[src/rtl/fetch_unit.sv]
// Instruction fetch stage: owns the PC, drives a 1-cycle synchronous instruction
// memory addressed with next-PC, and hands instr/op/pc to decode with zero-bubble redirects.
module fetch_unit #(
  parameter int                 PC_W       = 10,
  parameter int                 INSTR_W    = 9,
  parameter int                 OFF_W      = 6,
  parameter int                 CNT_W      = 16,
  parameter logic [PC_W-1:0]    START_ADDR = {PC_W{1'b0}},
  parameter logic [INSTR_W-1:0] HALT_INSTR = 9'b110000000
) (
  input  logic               clk,
  input  logic               reset,
  input  logic               start,
  input  logic               stall,
  input  logic               branch_taken,
  input  logic [OFF_W-1:0]   branch_offset,
  input  logic               jump,
  input  logic [PC_W-1:0]    jump_target,
  output logic [PC_W-1:0]    imem_addr,
  input  logic [INSTR_W-1:0] imem_rdata,
  output logic [INSTR_W-1:0] instr,
  output logic [5:0]         op,
  output logic [PC_W-1:0]    pc,
  output logic               instr_valid,
  output logic               done,
  output logic [CNT_W-1:0]   fetch_count
);

  typedef enum logic [1:0] {
    S_IDLE  = 2'd0,
    S_PRIME = 2'd1,
    S_RUN   = 2'd2,
    S_DONE  = 2'd3
  } state_t;

  localparam int              EXT_W   = (PC_W > OFF_W) ? PC_W : OFF_W;
  localparam logic [PC_W-1:0] PC_ONE  = {{(PC_W-1){1'b0}}, 1'b1};
  localparam logic [CNT_W-1:0] CNT_MAX = {CNT_W{1'b1}};

  state_t             state_r, state_s;
  logic [PC_W-1:0]    pc_r, pc_s, next_pc_s;
  logic [CNT_W-1:0]   count_r, count_s;
  logic               valid_r, done_r;
  logic               accept_s, halt_s;
  logic [EXT_W-1:0]   off_ext_s;

  // Offset is sign-extended to the wider of the two widths, then truncated so PC math wraps.
  assign off_ext_s = EXT_W'($signed(branch_offset));
  assign accept_s  = (state_r == S_RUN) & ~stall;
  assign halt_s    = accept_s & (imem_rdata == HALT_INSTR);

  // Next-state, next-PC and fetch counter.
  always_comb begin
    state_s   = state_r;
    next_pc_s = pc_r;
    pc_s      = pc_r;
    count_s   = count_r;
    case (state_r)
      S_IDLE: begin
        next_pc_s = START_ADDR;
        if (start) begin
          state_s = S_PRIME;
          pc_s    = START_ADDR;
          count_s = {CNT_W{1'b0}};
        end else begin
          state_s = S_IDLE;
        end
      end
      S_PRIME: begin
        next_pc_s = pc_r;
        state_s   = S_RUN;
      end
      S_RUN: begin
        // A halt parks the PC on itself so DONE holds the halt address.
        if (stall) begin
          next_pc_s = pc_r;
        end else if (halt_s) begin
          next_pc_s = pc_r;
          state_s   = S_DONE;
        end else if (jump) begin
          next_pc_s = jump_target;
        end else if (branch_taken) begin
          next_pc_s = pc_r + off_ext_s[PC_W-1:0];
        end else begin
          next_pc_s = pc_r + PC_ONE;
        end
        pc_s = next_pc_s;
        if (accept_s && (count_r != CNT_MAX)) begin
          count_s = count_r + {{(CNT_W-1){1'b0}}, 1'b1};
        end else begin
          count_s = count_r;
        end
      end
      S_DONE: begin
        next_pc_s = pc_r;
        if (start) begin
          state_s = S_PRIME;
          pc_s    = START_ADDR;
          count_s = {CNT_W{1'b0}};
        end else begin
          state_s = S_DONE;
        end
      end
      default: begin
        state_s   = S_IDLE;
        next_pc_s = START_ADDR;
        pc_s      = START_ADDR;
        count_s   = {CNT_W{1'b0}};
      end
    endcase
  end

  // State, PC, counter and status flag registers.
  always_ff @(posedge clk) begin
    if (reset) begin
      state_r <= S_IDLE;
      pc_r    <= START_ADDR;
      count_r <= {CNT_W{1'b0}};
      valid_r <= 1'b0;
      done_r  <= 1'b0;
    end else begin
      state_r <= state_s;
      pc_r    <= pc_s;
      count_r <= count_s;
      valid_r <= (state_s == S_RUN);
      done_r  <= (state_s == S_DONE);
    end
  end

  assign imem_addr   = next_pc_s;
  assign instr       = imem_rdata;
  assign op          = imem_rdata[INSTR_W-1 -: 6];
  assign pc          = pc_r;
  assign instr_valid = valid_r;
  assign done        = done_r;
  assign fetch_count = count_r;

endmodule

[config.mk]
export PLATFORM = sky130hd
export DESIGN_NAME = fetch_unit
export DESIGN_NICKNAME = d
export VERILOG_FILES = /design/src/rtl/fetch_unit.sv
export SDC_FILE = /design/constraint.sdc
export NUM_CORES = 1
export LEC_CHECK = 0
export BUFFER_PORTS_ARGS = -buffer_cell sky130_fd_sc_hd__buf_4
export CORE_MARGIN = 3
export CORE_UTILIZATION = 25
export DETAILED_ROUTE_END_ITERATION = 8
export PLACE_DENSITY = 0.44
export SLEW_MARGIN = 10
export SYNTH_ARGS = -nofsm -noshare
export SYNTH_HDL_FRONTEND = slang
export SYNTH_SLANG_ARGS = --single-unit
[constraint.sdc]
create_clock -name clk -period 4 [get_ports clk]
set_input_delay 0.6 -clock clk [delete_from_list [all_inputs] [get_ports clk]]
set_output_delay 0.6 -clock clk [all_outputs]
set_load 0.02 [all_outputs]
==> results of run 1 <==
flip-flops by register name, indices dropped and copies added, names as in the netlist:
register     cells
instr_valid      1
state_r          2
done             1
pc              10
fetch_count     16
area by class of cell:
type                    instances  area (um2)
well taps                     129         161
fillers                      1012        6150
inverters                       8        30.0
flip-flops and latches         30         601
clock buffers                   7        86.3
repair buffers                 87         653
clock inverters                 1        5.00
multi-input cells             241        1600
cell families after synthesis:
kind of cell,Yosys count,synth area share
AND/OR/NAND/NOR,133,0.311
AO/OA/AOI/OAI,82,0.234
buffers and inverters,39,0.0880
flip-flops,30,0.250
XOR/XNOR,11,0.0401
adder cells (fa/ha/maj),11,0.0604
multiplexers,4,0.0167
worst max-delay path: stages:
cell	delay, ns
sky130_fd_sc_hd__buf_4	0.10
sky130_fd_sc_hd__nand2b_1	0.13
sky130_fd_sc_hd__ha_1	0.22
sky130_fd_sc_hd__fa_1	0.43
sky130_fd_sc_hd__a211o_1	0.35
sky130_fd_sc_hd__a21o_1	0.21
sky130_fd_sc_hd__a221oi_1	0.43
sky130_fd_sc_hd__nand3_1	0.13
sky130_fd_sc_hd__a31oi_1	0.25
sky130_fd_sc_hd__buf_4	0.18
through the flow:
stage	total power, uW	cell area [um2]	hold slack (ns)
2_1_floorplan	509	2400	0.507
3_3_place_gp	600	3040	0.511
3_5_place_dp	600	3040	0.513
4_1_cts	861	3140	0.524
5_1_grt	899	3140	0.549
6_report	847	3140	0.521
per-layer routing:
| layer | global-route usage | vias to the layer above | routed length, um |
|---|---|---|---|
| met5 | 0 | - | 0 |
| met4 | 0.0427 | 0 | 112 |
| met3 | 0.0242 | 8 | 313 |
| met2 | 0.218 | 70 | 3410 |
| met1 | 0.188 | 1128 | 3670 |
| li1 | - | 1274 | - |
layout by cell type, fill, tap and decap left out, types with 7 or more instances in the layout:
cell | Yosys | layout
sky130_fd_sc_hd__dfxtp_1 | 30 | 30
sky130_fd_sc_hd__or3_1 | 9 | 9
sky130_fd_sc_hd__o21ai_0 | 17 | 17
sky130_fd_sc_hd__buf_4 | 15 | 87
sky130_fd_sc_hd__nand2_1 | 21 | 21
sky130_fd_sc_hd__and2_1 | 12 | 12
sky130_fd_sc_hd__nor3_1 | 8 | 8
sky130_fd_sc_hd__a21oi_1 | 14 | 14
sky130_fd_sc_hd__inv_1 | 8 | 8
sky130_fd_sc_hd__nor2_1 | 29 | 29
sky130_fd_sc_hd__nand3_1 | 8 | 8
sky130_fd_sc_hd__xnor2_1 | 9 | 9
sky130_fd_sc_hd__and3_1 | 7 | 7
sky130_fd_sc_hd__ha_1 | 10 | 10
worst max-delay path by stage:
stage                     slack (ns)             start  cells after the start      endpoint
after global placement          0.44  branch_offset[0]                     10  imem_addr[8]
after floorplan                 0.52  branch_offset[0]                      8  imem_addr[6]
after CTS                       0.38  branch_offset[0]                     10  imem_addr[8]
final                           0.37  branch_offset[0]                     10  imem_addr[8]
after detailed placement        0.38  branch_offset[0]                     10  imem_addr[8]
after global routing            0.18  branch_offset[0]                     10  imem_addr[6]
where the power goes:
group / switching, uW / internal [uW]
Combinational: 156 / 106
Clock: 118 / 139
Sequential: 17.4 / 311
==> impl_table.tex, run 1 <==
\begin{tabular}{lr}
\hline
Metric & Value \\
\hline
\multicolumn{2}{l}{\textbf{STA}} \\
\quad Max transition margin & 0.574 \\
\quad Time the worst path needs with I/O delays and setup & approximately 3.6 ns \\
\quad Setup Total Neg Slack & 0 ns \\
\quad Clock skew & about 0.0085 ns \\
\quad Count of endpoints failing setup in the final report & 0 \\
\quad Share of the cycle needed by the critical path after routing & 0.908 \\
\quad Max Clk Rate & approximately 0.28 GHz \\
\quad Hold Fails Final Rpt & 0 \\
\quad Pin slew with the least headroom to its limit & roughly 0.63 ns \\
\quad Final Max Tran Viols & 0 \\
\quad RSZ-0062 raised after global routing & false \\
\quad Worst Setup Slack, final & between 0.3 and 0.4 ns \\
\multicolumn{2}{l}{\textbf{Drt}} \\
\quad Drt initial violations & 94 \\
\quad Number of optimization iterations in the first detailed-route pass & 4 \\
\quad Wire length per cell & between 10 and 15 um \\
\quad Routed vias/inst & between 4 and 5 \\
\quad Post-detailed-route count of antenna-violating nets & 0 \\
\quad Post-detailed-route DRC marker count & 0 \\
\quad Routed wire length & roughly 7500 um \\
\quad Total vias in the final route & 2480 \\
\multicolumn{2}{l}{\textbf{Power and ir drop}} \\
\quad Power Dens Cells & between 200 and 300 mW/mm2 \\
\quad Leakage power & approximately 0.0013 uW \\
\quad Worst voltage drop across the vdd grid & 0.0978 mV \\
\multicolumn{2}{l}{\textbf{Final layout}} \\
\quad Ant. Diodes & 0 \\
\quad Layout cells sized above 1 & 0.267 \\
\quad Final Core Density & 0.338 \\
\quad Number of nets in the final layout & just over 400 \\
\quad Final standard cell count with taps included and fillers excluded & $\sim$500 \\
\quad Syn-to-layout area delta & 30.5\% \\
\multicolumn{2}{l}{\textbf{Critical path}} \\
\quad Critical path peak fanout & 5 \\
\quad Slack of the worst reg-to-reg path & between 1 and 1.5 ns \\
\quad Worst-case reg-to-reg path depth & 7 \\
\quad Required @ worst endpoint & around 3.4 ns \\
\quad Crit end category & output pin \\
\quad Data arrival, critical path & 3.03 ns \\
\quad R2R Path End & fetch\_count[12]\$\_SDFFE\_PP0P\_ \\
\quad Worst setup SP type & input port \\
\quad R2R Path Start & state\_r[0]\$\_SDFF\_PP0\_ \\
\quad Critical path start-end classification & input port to output pin \\
\multicolumn{2}{l}{\textbf{Clocking}} \\
\quad Number of H-tree levels & 2 \\
\quad Number of buffers created by CTS & 5 \\
\quad CTS clk-pin slew, worst paths & about 0.070 ns \\
\quad Post-CTS Setup Bufs & 0 \\
\quad CTS tree & done \\
\quad Later-pin clock latency in the skew report & about 0.28 ns \\
\quad Count of hold-fix buffers inserted at cts & 0 \\
\quad Clock sink total & 30 \\
\quad Bufs on Longest Clock Path & 2 \\
\quad Root buffer cell & sky130\_fd\_sc\_hd\_\_clkbuf\_8 \\
\quad Resize count post-CTS & 0 \\
\multicolumn{2}{l}{\textbf{Synth}} \\
\quad Proportion of synthesized flip-flops having asynchronous set or reset & 0 \\
\quad Register area share after synthesis & 0.250 \\
\quad Number of warning messages in the yosys log & 0 \\
\quad Avg Cell Area, Syn & 7.75 um2 \\
\quad Number of flip-flops and latches in the synthesized netlist & 30 \\
\quad Cell type with the largest total area after synthesis & sky130\_fd\_sc\_hd\_\_dfxtp\_1 \\
\quad Area share of the leading cell type in the synthesized netlist & 0.250 \\
\quad Post-Synthesis Net Count & about 350 \\
\quad Top post-synthesis cells by count & sky130\_fd\_sc\_hd\_\_dfxtp\_1 (30), sky130\_fd\_sc\_hd\_\_nor2\_1 (29), sky130\_fd\_sc\_hd\_\_nand2\_1 (21), sky130\_fd\_sc\_hd\_\_o21ai\_0 (17), sky130\_fd\_sc\_hd\_\_buf\_4 (15) \\
\quad Most instantiated flip-flop cell in the synthesis netlist & sky130\_fd\_sc\_hd\_\_dfxtp\_1 \\
\quad Count leader, synth & sky130\_fd\_sc\_hd\_\_dfxtp\_1 \\
\quad Post-synth cell types & between 50 and 60 \\
\quad Number of cells produced by synthesis & 310 \\
\quad Synth top area cells & sky130\_fd\_sc\_hd\_\_dfxtp\_1 (25\%), sky130\_fd\_sc\_hd\_\_ha\_1 (5.2\%), sky130\_fd\_sc\_hd\_\_buf\_4 (4.7\%) \\
\quad Cell area after synthesis & 0.00240 mm2 \\
\quad Count of flip-flops with a built-in enable after synthesis & 0 \\
\multicolumn{2}{l}{\textbf{GRT}} \\
\quad Maximum number of pins on one net before global-route repair & 24 \\
\quad Grt ovf & 0 \\
\quad Number of antenna violations at the first check in global routing & 0 \\
\quad Global-route wire length before repair & about 12000 um \\
\quad Global-route total usage across every layer & 0.137 \\
\quad Vias in the first global route & about 2.4k \\
\multicolumn{2}{l}{\textbf{Die}} \\
\quad Die width & between 100 and 150 um \\
\quad I/O pins & between 80 and 90 \\
\quad Placeable core region & just over 0.009 mm2 \\
\quad \# rows & 35 \\
\quad Effective utilization at floorplan & 0.259 \\
\quad Area of the die & between 0.01 and 0.015 mm2 \\
\quad Floorplan die height & roughly 100 um \\
\multicolumn{2}{l}{\textbf{Outcome}} \\
\quad Status & completed \\
\multicolumn{2}{l}{\textbf{Min path}} \\
\quad Hold EP & fetch\_count[1]\$\_SDFFE\_PP0P\_ \\
\quad Hold-critical path depth & 2 \\
\quad Hold Crit Class & register to register \\
\quad Min-Delay Startpoint & fetch\_count[1]\$\_SDFFE\_PP0P\_ \\
\multicolumn{2}{l}{\textbf{Place}} \\
\quad Routability congestion estimate & just over 0.8 \\
\quad Number of input and output port buffers inserted & between 80 and 90 \\
\quad Cell total after placement & between 400 and 500 \\
\quad DP Wirelength & between 5000 and 6000 um \\
\quad DP Worst Slack & between 0.3 and 0.4 ns \\
\multicolumn{2}{l}{\textbf{Flow run}} \\
\quad Max Cap Violations & 0 \\
\hline
\end{tabular}
No activity file was read; power rests on OpenSTA's default activity.
==> run 2, diff against run 1 <==
==> constraint.sdc (replaced) <==
create_clock -name clk -period 4 [get_ports clk]
set_input_delay 0.8 -clock clk [delete_from_list [all_inputs] [get_ports clk]]
set_output_delay 0.8 -clock clk [all_outputs]
set_load 0.02 [all_outputs]
==> impl_table.tex, run 2 (synthesis results as in run 1) <==
\begin{tabular}{lr}
\hline
Metric & Value \\
\hline
\multicolumn{2}{l}{\textbf{Outcome}} \\
\quad Status & completed \\
\multicolumn{2}{l}{\textbf{STA}} \\
\quad Clock skew & 0.00499 ns \\
\quad Setup Total Neg Slack & 0 ns \\
\quad Final Max Tran Viols & 0 \\
\quad Final hold slack & 0.516 ns \\
\quad Hold Fails Final Rpt & 0 \\
\quad RSZ-0062 raised after global routing & false \\
\quad Share of the cycle needed by the critical path after routing & 0.972 \\
\quad Time the worst path needs with I/O delays and setup & between 3 and 4 ns \\
\quad Pin slew with the least headroom to its limit & 0.651 ns \\
\quad Count of endpoints failing setup in the final report & 0 \\
\quad Max Clk Rate & 0.257 GHz \\
\quad Max transition margin & 0.562 \\
\multicolumn{2}{l}{\textbf{Drt}} \\
\quad Detailed route wirelength on metal3 & $\sim$360 um \\
\quad Metal1 wirelength & between 3000 and 4000 um \\
\quad Amount of wire on met2 after detailed routing & between 3000 and 4000 um \\
\quad Total vias in the final route & approximately 2.5k \\
\quad Wire length per cell & around 15 um \\
\quad Routed vias/inst & between 4 and 5 \\
\quad Highest routing layer actually used & met4 \\
\quad Number of optimization iterations in the first detailed-route pass & 4 \\
\quad Post-detailed-route count of antenna-violating nets & 0 \\
\quad Post-detailed-route DRC marker count & 0 \\
\quad Drt initial violations & around 170 \\
\quad Routed wire length & 7510 um \\
\multicolumn{2}{l}{\textbf{Die}} \\
\quad I/O pins & between 80 and 90 \\
\quad Effective utilization at floorplan & 0.259 \\
\quad Placeable core region & between 0.009 and 0.01 mm2 \\
\quad Area of the die & $\sim$0.011 mm2 \\
\quad \# rows & 35 \\
\quad Die width & between 100 and 150 um \\
\quad Floorplan die height & about 100 um \\
\multicolumn{2}{l}{\textbf{Min path}} \\
\quad Hold-critical path depth & 2 \\
\quad Min-Delay Startpoint & fetch\_count[1]\$\_SDFFE\_PP0P\_ \\
\quad Hold Crit Class & register to register \\
\multicolumn{2}{l}{\textbf{Final layout}} \\
\quad Number of nets in the final layout & between 400 and 500 \\
\quad Most common cell after layout, fill and taps aside & sky130\_fd\_sc\_hd\_\_buf\_4 \\
\quad Top library cells by usage in the layout, fill and taps aside & sky130\_fd\_sc\_hd\_\_buf\_4 (88), sky130\_fd\_sc\_hd\_\_dfxtp\_1 (30), sky130\_fd\_sc\_hd\_\_nor2\_1 (29) \\
\quad Ant. Diodes & 0 \\
\quad Final standard cell count with taps included and fillers excluded & between 500 and 600 \\
\quad Syn-to-layout area delta & 31.4\% \\
\quad Number of flip-flops in the largest register & 16 \\
\quad Layout cells sized above 1 & 0.277 \\
\multicolumn{2}{l}{\textbf{Power and ir drop}} \\
\quad Worst voltage drop across the vdd grid & just under 0.1 mV \\
\quad Leakage power & about 0.0013 uW \\
\quad Power Dens Cells & approximately 270 mW/mm2 \\
\quad Overall power & 849 uW \\
\multicolumn{2}{l}{\textbf{GRT}} \\
\quad Vias in the first global route & 2477 \\
\quad Maximum number of pins on one net before global-route repair & 24 \\
\quad Number of antenna violations at the first check in global routing & 0 \\
\quad Global-route wire length before repair & 12700 um \\
\quad Global-route total usage across every layer & 0.139 \\
\quad Grt ovf & 0 \\
\multicolumn{2}{l}{\textbf{Clocking}} \\
\quad Root buffer cell & sky130\_fd\_sc\_hd\_\_clkbuf\_8 \\
\quad Bufs on Longest Clock Path & 2 \\
\quad Resize count post-CTS & 0 \\
\quad CTS clk-pin slew, worst paths & 0.07 ns \\
\quad Later-pin clock latency in the skew report & about 0.28 ns \\
\quad Number of H-tree levels & 2 \\
\quad Post-CTS Setup Bufs & 0 \\
\quad Number of buffers created by CTS & 5 \\
\quad CTS tree & done \\
\quad Count of hold-fix buffers inserted at cts & 0 \\
\quad Clock sink total & 30 \\
\multicolumn{2}{l}{\textbf{Critical path}} \\
\quad Critical Path, Cell by Cell & buf\_4 -> nand2b\_1 -> ha\_1 -> fa\_1 -> a211o\_1 -> a21o\_1 -> and3\_1 -> o32a\_1 -> o21ai\_2 -> buf\_4 \\
\quad Critical path peak fanout & 5 \\
\quad CP most frequent cell & sky130\_fd\_sc\_hd\_\_buf\_4 \\
\quad Crit end category & output pin \\
\quad Worst setup SP type & input port \\
\quad Critical path origin & branch\_offset[0] \\
\quad Required @ worst endpoint & $\sim$3.2 ns \\
\quad Critical path's slowest cell & sky130\_fd\_sc\_hd\_\_fa\_1 \\
\quad Max stage delay on crit path & 0.39 ns \\
\quad Critical path start-end classification & input port to output pin \\
\quad Slack of the worst reg-to-reg path & roughly 1.1 ns \\
\quad R2R Path Start & state\_r[0]\$\_SDFF\_PP0\_ \\
\quad Data arrival, critical path & around 3.1 ns \\
\quad Worst-case reg-to-reg path depth & 7 \\
\multicolumn{2}{l}{\textbf{Place}} \\
\quad Number of input and output port buffers inserted & between 80 and 90 \\
\quad Cell total after placement & $\sim$500 \\
\quad DP Wirelength & slightly below 6000 um \\
\quad Routability congestion estimate & 0.846 \\
\multicolumn{2}{l}{\textbf{Flow run}} \\
\quad Max Cap Violations & 0 \\
\hline
\end{tabular}
-- run 2: worst max-delay path: cells and delay by family --
kind / cells / cell delay, ns
AO/OA/AOI/OAI: 4 / 1.10
adder cells (fa/ha/maj): 2 / 0.61
buffers and inverters: 2 / 0.26
AND/OR/NAND/NOR: 2 / 0.32
-- run 2: cell type report --
class                   instances  area [um2]
well taps                     129         161
fillers                      1029        6120
flip-flops and latches         30         601
repair buffers                 88         661
clock buffers                   7        86.3
inverters                       8        30.0
clock inverters                 1        5.00
multi-input cells             241        1620
-- run 2: path summary, 6_finish.rpt --
| check | to |
|---|---|
| setup / recovery | imem_addr[6] |
| hold / removal | fetch_count[1]$_SDFFE_PP0P_ |
| setup reg to reg | fetch_count[12]$_SDFFE_PP0P_ |
| hold reg to reg | fetch_count[1]$_SDFFE_PP0P_ |
-- run 2: stage by stage --
step                      area [um2]   util  worst slack (ns)
after floorplan                 2400      -             0.124
after global routing            3160  0.340           0.00806
after global placement          3050  0.329            0.0780
after CTS                       3140  0.339            0.0382
final                           3160  0.340             0.110
after detailed placement        3050  0.329            0.0409
-- run 2: metal layers --
metal,up-vias,GRT usage
li1,1274,-
met1,1160,0.196
met2,69,0.223
met3,4,0.0273
met4,0,0.0256
met5,-,0
-- run 2: power breakdown --
group	leakage [uW]	switching, uW	internal (uW)
Clock	0.0000482	116	139
Sequential	0.000242	17.5	311
Combinational	0.00104	158	107
Total	0.00133	292	557
==> run 3, diff against run 2 <==
REMOVE_ABC_BUFFERS = 1   (was unset)
==> impl_table.tex, run 3 (synthesis results as in run 1) <==
\begin{tabular}{lr}
\hline
Metric & Value \\
\hline
\multicolumn{2}{l}{\textbf{Outcome}} \\
\quad Status & completed \\
\multicolumn{2}{l}{\textbf{Die}} \\
\quad Effective utilization at floorplan & 0.259 \\
\quad Area of the die & about 0.011 mm2 \\
\quad I/O pins & 84 \\
\quad Floorplan die height & 104 um \\
\quad Die width & about 100 um \\
\quad Placeable core region & roughly 0.0093 mm2 \\
\quad \# rows & 35 \\
\multicolumn{2}{l}{\textbf{Power and ir drop}} \\
\quad Power Dens Cells & between 200 and 300 mW/mm2 \\
\quad Cell internal pwr & roughly 540 uW \\
\quad Sw Pwr & roughly 280 uW \\
\quad Portion of total power attributed to combinational logic & 0.325 \\
\quad Worst voltage drop across the vdd grid & $\sim$0.11 mV \\
\quad Portion of total power attributed to sequential cells & 0.400 \\
\quad Overall power & 823 uW \\
\quad Net Sw Frac & 0.346 \\
\quad Leakage power & 0.00131 uW \\
\quad Clock share of power & 0.275 \\
\multicolumn{2}{l}{\textbf{STA}} \\
\quad Hold Fails Final Rpt & 0 \\
\quad Count of endpoints failing setup in the final report & 0 \\
\quad Pin slew with the least headroom to its limit & between 0.6 and 0.7 ns \\
\quad Time the worst path needs with I/O delays and setup & between 3 and 4 ns \\
\quad RSZ-0062 raised after global routing & false \\
\quad Max transition margin & 0.580 \\
\quad Max Clk Rate & about 0.26 GHz \\
\quad Final Max Tran Viols & 0 \\
\quad Clock skew & just under 0.007 ns \\
\quad Setup Total Neg Slack & 0 ns \\
\quad Share of the cycle needed by the critical path after routing & 0.970 \\
\multicolumn{2}{l}{\textbf{Final layout}} \\
\quad Number of nets in the final layout & approximately 420 \\
\quad Ant. Diodes & 0 \\
\quad Top library cells by usage in the layout, fill and taps aside & sky130\_fd\_sc\_hd\_\_buf\_4 (88), sky130\_fd\_sc\_hd\_\_dfxtp\_1 (30), sky130\_fd\_sc\_hd\_\_nor2\_1 (29) \\
\quad Syn-to-layout area delta & 30.5\% \\
\quad Number of inserted filler cells in the final layout & roughly 1k \\
\quad Number of flip-flops in the largest register & 16 \\
\quad Final standard cell count with taps included and fillers excluded & between 500 and 600 \\
\quad Most common cell after layout, fill and taps aside & sky130\_fd\_sc\_hd\_\_buf\_4 \\
\quad Area of the multi-input gates & $\sim$0.0016 mm2 \\
\quad Storage element area & around 600 um2 \\
\quad Layout cells sized above 1 & 0.270 \\
\multicolumn{2}{l}{\textbf{Place}} \\
\quad DP Wirelength & 5960 um \\
\quad Number of input and output port buffers inserted & between 80 and 90 \\
\quad Routability congestion estimate & 0.843 \\
\quad Cell total after placement & roughly 500 \\
\multicolumn{2}{l}{\textbf{Drt}} \\
\quad Wire length per cell & approximately 15 um \\
\quad Routed vias/inst & $\sim$5.1 \\
\quad Total vias in the final route & between 2k and 3k \\
\quad Post-detailed-route DRC marker count & 0 \\
\quad Routed wire length & a little under 8000 um \\
\quad Drt initial violations & 120 \\
\quad Post-detailed-route count of antenna-violating nets & 0 \\
\quad Number of optimization iterations in the first detailed-route pass & 4 \\
\multicolumn{2}{l}{\textbf{Clocking}} \\
\quad Root buffer cell & sky130\_fd\_sc\_hd\_\_clkbuf\_8 \\
\quad CTS clk-pin slew, worst paths & 0.06 ns \\
\quad Later-pin clock latency in the skew report & approximately 0.28 ns \\
\quad Clock sink total & 30 \\
\quad Bufs on Longest Clock Path & 2 \\
\quad CTS tree & done \\
\quad Count of hold-fix buffers inserted at cts & 0 \\
\quad Number of H-tree levels & 2 \\
\quad Number of buffers created by CTS & 5 \\
\multicolumn{2}{l}{\textbf{Critical path}} \\
\quad Required @ worst endpoint & roughly 3.2 ns \\
\quad Data arrival, critical path & just over 3 ns \\
\quad Crit end category & output pin \\
\quad Critical path origin & branch\_offset[0] \\
\quad R2R Path Start & state\_r[0]\$\_SDFF\_PP0\_ \\
\quad Worst setup SP type & input port \\
\quad Critical path start-end classification & input port to output pin \\
\quad Critical path peak fanout & 5 \\
\multicolumn{2}{l}{\textbf{GRT}} \\
\quad Grt ovf & 0 \\
\quad Global-route wire length before repair & approximately 13000 um \\
\quad Global-route total usage across every layer & 0.142 \\
\quad Number of antenna violations at the first check in global routing & 0 \\
\quad Maximum number of pins on one net before global-route repair & 24 \\
\quad Vias in the first global route & between 2k and 2.5k \\
\multicolumn{2}{l}{\textbf{Flow run}} \\
\quad Max Cap Violations & 0 \\
\multicolumn{2}{l}{\textbf{Min path}} \\
\quad Hold Crit Class & register to register \\
\quad Min-Delay Startpoint & fetch\_count[1]\$\_SDFFE\_PP0P\_ \\
\hline
\end{tabular}
run 3: cell types whose count changed in the layout (fill, tap and decap cells not counted), sizes merged:
cell    change
clkinv      -1
run 3: final cells by class:
type,instances,area share
multi-input cells,241,0.513
repair buffers,88,0.211
well taps,129,0.0515
inverters,8,0.00957
flip-flops and latches,30,0.191
clock buffers,7,0.0243
run 3: worst paths after layout:
path / endpoint / slack (ns) / cells after the start
max: imem_addr[6] / 0.12 / 10
min: fetch_count[1]$_SDFFE_PP0P_ / 0.51 / 2
max reg2reg: fetch_count[12]$_SDFFE_PP0P_ / 1.12 / 7
min reg2reg: fetch_count[1]$_SDFFE_PP0P_ / 0.51 / 2
run 3: power groups by stage:
stage / sequential [uW] / combinational [uW] / clock [uW]
after floorplan: 341 / 133 / 0
after global placement: 336 / 270 / 0
after detailed placement: 336 / 268 / 0
after CTS: 329 / 269 / 238
after global routing: 332 / 294 / 250
final: 329 / 268 / 226
run 3: what timing repair did:
item	CTS	global route
gates resized for setup	0	3
endpoints found under the hold margin	0	0
buffers inserted	0	0
endpoints found under the setup margin	0	2
run 3: worst max-delay path: stages:
cell                       delay, ns
sky130_fd_sc_hd__buf_4          0.10
sky130_fd_sc_hd__nand2b_1       0.13
sky130_fd_sc_hd__ha_1           0.22
sky130_fd_sc_hd__fa_2           0.37
sky130_fd_sc_hd__a211o_1        0.35
sky130_fd_sc_hd__a21o_1         0.22
sky130_fd_sc_hd__and3_1         0.19
sky130_fd_sc_hd__o32a_1         0.36
sky130_fd_sc_hd__o21ai_1        0.16
sky130_fd_sc_hd__buf_4          0.17
run 3: through the flow:
step / hold slack [ns] / worst slack, ns / utilization / cell area, um2
after global placement: 0.496 / 0.105 / 0.329 / 3050
after global routing: 0.553 / 0.0113 / 0.338 / 3140
after floorplan: 0.507 / 0.124 / - / 2220
after CTS: 0.515 / 0.0372 / 0.337 / 3130
after detailed placement: 0.506 / 0.0527 / 0.329 / 3050
final: 0.513 / 0.118 / 0.338 / 3140
run 3: layer usage:
metal | up-vias | routed length [um] | share of wire | global-route usage
li1 | 1272 | - | - | -
met1 | 1202 | 3570 | 0.46 | 0.181
met2 | 72 | 3670 | 0.48 | 0.234
met3 | 9 | 369 | 0.048 | 0.0329
met4 | 0 | 119 | 0.015 | 0.0503
met5 | - | 0 | 0 | 0
